[src/rtl/sopc_run_ctrl.sv]
// sopc_run_ctrl: staggered reset release of NUM_DOM domains, then a budgeted run that ends on halt or timeout
module sopc_run_ctrl #(
    parameter int NUM_DOM     = 2,
    parameter int HOLD_CYCLES = 10,
    parameter int STAGGER     = 2,
    parameter int RUN_CYCLES  = 50,
    parameter int CNT_W       = 32
) (
    input  logic               clk,
    input  logic               rst,
    input  logic               halt_i,
    input  logic               restart_i,
    output logic [NUM_DOM-1:0] dom_rst_o,
    output logic               running_o,
    output logic               done_o,
    output logic               timeout_o,
    output logic [CNT_W-1:0]   cycle_cnt_o
);
    localparam logic [1:0] S_HOLD = 2'd0;
    localparam logic [1:0] S_REL  = 2'd1;
    localparam logic [1:0] S_RUN  = 2'd2;
    localparam logic [1:0] S_DONE = 2'd3;
    localparam logic [31:0] HOLD_END = 32'(HOLD_CYCLES);
    localparam logic [31:0] REL_END  = 32'(HOLD_CYCLES + (NUM_DOM - 1) * STAGGER);
    localparam logic [CNT_W-1:0] CNT_LAST = CNT_W'(RUN_CYCLES - 1);
    logic [1:0]         state_q, state_d;
    logic [31:0]        seq_q, seq_d;
    logic [NUM_DOM-1:0] dom_q, dom_d;
    logic               running_q, running_d;
    logic               done_q, done_d;
    logic               timeout_q, timeout_d;
    logic [CNT_W-1:0]   cnt_q, cnt_d;
    // next state: seq_q counts cycles since T0 and fixes every domain's release point
    always_comb begin
        state_d   = state_q;
        seq_d     = seq_q;
        dom_d     = dom_q;
        running_d = running_q;
        done_d    = done_q;
        timeout_d = timeout_q;
        cnt_d     = cnt_q;
        case (state_q)
            S_HOLD, S_REL: begin
                seq_d = seq_q + 32'd1;
                for (int i = 0; i < NUM_DOM; i++)
                    dom_d[i] = seq_d < 32'(HOLD_CYCLES + i * STAGGER);
                if (seq_d == REL_END) begin
                    state_d   = S_RUN;
                    running_d = 1'b1;
                    cnt_d     = '0;
                end else if (seq_d >= HOLD_END) begin
                    state_d = S_REL;
                end
            end
            S_RUN: begin
                if (halt_i || cnt_q == CNT_LAST) begin
                    state_d   = S_DONE;
                    running_d = 1'b0;
                    done_d    = 1'b1;
                    timeout_d = !halt_i;
                    dom_d     = '1;
                end else begin
                    cnt_d = cnt_q + CNT_W'(1);
                end
            end
            default: begin
                if (restart_i) begin
                    state_d   = S_HOLD;
                    seq_d     = '0;
                    dom_d     = '1;
                    running_d = 1'b0;
                    done_d    = 1'b0;
                    timeout_d = 1'b0;
                    cnt_d     = '0;
                end
            end
        endcase
    end
    // state and registered outputs, rst overrides everything
    always_ff @(posedge clk) begin
        if (rst) begin
            state_q   <= S_HOLD;
            seq_q     <= '0;
            dom_q     <= '1;
            running_q <= 1'b0;
            done_q    <= 1'b0;
            timeout_q <= 1'b0;
            cnt_q     <= '0;
        end else begin
            state_q   <= state_d;
            seq_q     <= seq_d;
            dom_q     <= dom_d;
            running_q <= running_d;
            done_q    <= done_d;
            timeout_q <= timeout_d;
            cnt_q     <= cnt_d;
        end
    end
    assign dom_rst_o   = dom_q;
    assign running_o   = running_q;
    assign done_o      = done_q;
    assign timeout_o   = timeout_q;
    assign cycle_cnt_o = cnt_q;
endmodule
[config.mk]
export PLATFORM = sky130hd
export DESIGN_NAME = sopc_run_ctrl
export DESIGN_NICKNAME = d
export VERILOG_FILES = /design/src/rtl/sopc_run_ctrl.sv
export SDC_FILE = /design/constraint.sdc
export NUM_CORES = 1
export LEC_CHECK = 0
export ABC_AREA = 1
export CORE_ASPECT_RATIO = 0.5
export CORE_MARGIN = 5
export CORE_UTILIZATION = 25
export CTS_BUF_LIST = sky130_fd_sc_hd__clkbuf_16
export CTS_CLUSTER_SIZE = 20
export DETAILED_ROUTE_END_ITERATION = 6
export DONT_BUFFER_PORTS = 1
export HOLD_SLACK_MARGIN = 0.1
export PLACE_DENSITY_LB_ADDON = 0.12
export SLEW_MARGIN = 20
export SYNTH_ARGS = -nofsm -noshare
export SYNTH_HDL_FRONTEND = slang
export SYNTH_SLANG_ARGS = --single-unit
[constraint.sdc]
create_clock -name clk -period 3.1 [get_ports clk]
set_input_delay 0.465 -clock clk [delete_from_list [all_inputs] [get_ports clk]]
set_output_delay 0.465 -clock clk [all_outputs]
set_load 0.005 [all_outputs]
==> results.json <==
{
  "portBuffers": 0,
  "viasPerCell": 4.51,
  "ys_ff_latch": 71,
  "drive_gt1_frac": 0.210,
  "critical_path.max_fanout": 18,
  "post-route-min-period_ps": 2740,
  "pwr-share-comb": 0.062,
  "antenna_found_initial": 0,
  "skew_ps": 8.90,
  "syn_area_per_cell_um2": 6.71,
  "irDropWorstVdd_uv": 278,
  "routed_wl_mm": 15.6,
  "cts_setup_buffers": 0,
  "cts_buffers": 9,
  "via_count": 4677,
  "wl_per_cell_um": 15.1,
  "power_frac_seq": 0.443,
  "clkPwrFrac": 0.495,
  "async_reset_ff_frac": 0,
  "status": "finished, final reports clean",
  "rsz0062_at_grt": "false",
  "ys_warn_count": 0,
  "synthesis.area_mm2": 0.00515,
  "boundaryPins": 41,
  "place_area_mm2": 0.00540,
  "synth_common_cells": "229 x nand2_1, 104 x nor2_1, 71 x dfxtp_1",
  "synth_largest_area_cell": "dfxtp_1",
  "syn_inst": 767,
  "post_cts_resized": 0,
  "p_leak_nw": 1.69,
  "grt_pass1_wl_mm": 26.0,
  "ff_latch_area_mm2": 0.00142,
  "initial_core_util": 0.252,
  "syn2layout_area_growth_pct": 10.6,
  "worstPathArrival_ps": 3010,
  "setup_viol": 0,
  "swShare": 0.256,
  "die_y_um": 111,
  "yosysMostFrequentCell": "nand2_1",
  "cts_tree": "yes",
  "htreeDepth": 3,
  "cts_sinks": 71,
  "netlist.area_leader.share": 0.276,
  "worstSetupEndpointType": "flip-flop",
  "postCtsHoldBufs": 0,
  "dr.first_iter.drc_count": 222,
  "worstSetupStartpointType": "flip-flop",
  "cp.required_ps": 3380,
  "dr.pass1.iters": 5,
  "grtUsageTotal": 0.135,
  "fin_crit_sh": 0.883,
  "cts_root_buf": "clkbuf_16",
  "multi_input_area_mm2": 0.00340,
  "relSlewSlack": 0.648,
  "die_w_um": 213,
  "grt_max_degree": 66,
  "place.detailed.hpwl_mm": 11.7,
  "clk_pin_slew_worst_paths_ps": 60,
  "synthesis.nets": 775,
  "dieArea_mm2": 0.0237,
  "overflow": 0,
  "seq_area_frac_synth": 0.276,
  "gp_congestion": 0.846,
  "antenna_cells": 0,
  "p_int_mw": 1.57,
  "max_freq_mhz": 365,
  "row_count": 37,
  "core-area_mm2": 0.0204,
  "fill_cells": 2261,
  "drv_slew": 0,
  "p_switching_mw": 0.541,
  "postRouteAntennaNets": 0,
  "tns_ps": 0,
  "cts_buffer_depth": 2,
  "maxCapViolations": 0,
  "design_area_mm2": 0.00569,
  "grt_pass1_vias": 4605,
  "drcViolationCount": 0,
  "ys_top_cells_by_area": "dfxtp_1 28%, nand2_1 17%, nor2_1 7.6%",
  "min_path_type": "primary input to flip-flop",
  "crit_type": "flip-flop to flip-flop",
  "powerDensity_mw_per_mm2": 371,
  "num-nets-final": 768,
  "synth-main-ff-cell": "dfxtp_1",
  "hold_viol": 0,
  "r2r_slack_ps": 360,
  "synth_edf_count": 0,
  "clk_latency_ps": 340,
  "synth_cell_types": 33,
  "worst_pin_slew_ps": 527
}
[critical path, cell delays in order, from the launching register on]
cell and delay [ps]:
dfxtp_1 410, ha_1 300, nand3_2 170, nor2_2 260, xnor2_1 180, nand2_1 80
nor2_1 170, nand3_1 120, nor2_2 200, nand3_4 110, nand2_8 180, nand2_4 60
buf_4 210, nand2_1 80, nand2_1 40, nor2_1 90
[area by class of cell]
type | instances | area share
multi-input cells | 625 | 0.596
flip-flops and latches | 71 | 0.250
well taps | 273 | 0.0600
clock buffers | 9 | 0.0396
inverters | 44 | 0.0290
repair buffers | 9 | 0.0141
clock inverters | 7 | 0.0114
[path summary, 6_finish.rpt]
path,start,endpoint,cells after the start
max,seq_q[0]$_SDFFE_PP0P_,cycle_cnt_o[1]$_SDFFE_PP0P_,15
min reg2reg,seq_q[31]$_SDFFE_PP0P_,seq_q[31]$_SDFFE_PP0P_,2
min,rst,seq_q[3]$_SDFFE_PP0P_,1
max reg2reg,seq_q[0]$_SDFFE_PP0P_,cycle_cnt_o[1]$_SDFFE_PP0P_,15
[registers in the layout (all words and copies together), names as in the netlist]
register	flops
cycle_cnt_o	32
dom_rst_o	2
running_o	1
seq_q	32
timeout_o	1
done_o	1
state_q	2
[logic make-up after synthesis]
group,share of synthesized area
simple gates,0.485
compound gates,0.101
buf+inv,0.0664
xor+xnor,0.0613
flops,0.276
fa+ha+maj,0.00972
[through the flow]
stage / worst slack, ps / power, mW / hold slack [ps] / std cells / util
floorplan: 825 / 1.08 / 453 / 767 / -
global placement: 364 / 1.09 / 463 / 1022 / 0.265
detailed placement: 363 / 1.09 / 468 / 1022 / 0.265
CTS: 342 / 2.16 / 177 / 1038 / 0.279
global route: 33.2 / 2.21 / 172 / 1038 / 0.279
finish: 362 / 2.11 / 191 / 1038 / 0.279
[layer usage]
layer,routed length (um),GRT usage,up-vias,share of wire
met5,0,0,-,0
li1,-,-,2476,-
met4,210,0.0290,0,0.013
met2,7170,0.218,66,0.46
met1,7790,0.185,2124,0.50
met3,456,0.0298,11,0.029
[placed cells by master, fill, tap and decap left out, types with 4 or more instances in the layout]
| master | synthesis | layout |
|---|---|---|
| a21oi_2 | 30 | 30 |
| or2_2 | 9 | 9 |
| dfxtp_1 | 71 | 71 |
| nor4_1 | 15 | 15 |
| nor2_2 | 11 | 11 |
| inv_2 | 5 | 5 |
| nor3_1 | 13 | 13 |
| nor2_4 | 7 | 7 |
| nand2_2 | 37 | 37 |
| xnor2_1 | 13 | 13 |
| inv_1 | 39 | 40 |
| nand3b_1 | 10 | 10 |
| clkbuf_16 | 0 | 9 |
| nor2_1 | 104 | 104 |
| o21bai_1 | 4 | 4 |
| a21oi_1 | 35 | 35 |
| nand4_1 | 10 | 10 |
| buf_4 | 0 | 8 |
| o21ai_0 | 8 | 8 |
| nand2_1 | 229 | 229 |
| ha_1 | 4 | 4 |
| nand3_2 | 32 | 32 |
| xor2_1 | 23 | 23 |
| nand3_1 | 22 | 22 |
[power groups by stage]
stage	Combinational [mW]	Clock [mW]	Sequential, mW
4_1_cts	0.134	1.09	0.937
5_1_grt	0.148	1.13	0.939
6_report	0.130	1.05	0.937
3_5_place_dp	0.134	0	0.958
3_3_place_gp	0.133	0	0.957
2_1_floorplan	0.127	0	0.952
Note: power is estimated with default switching activity, not from simulation.
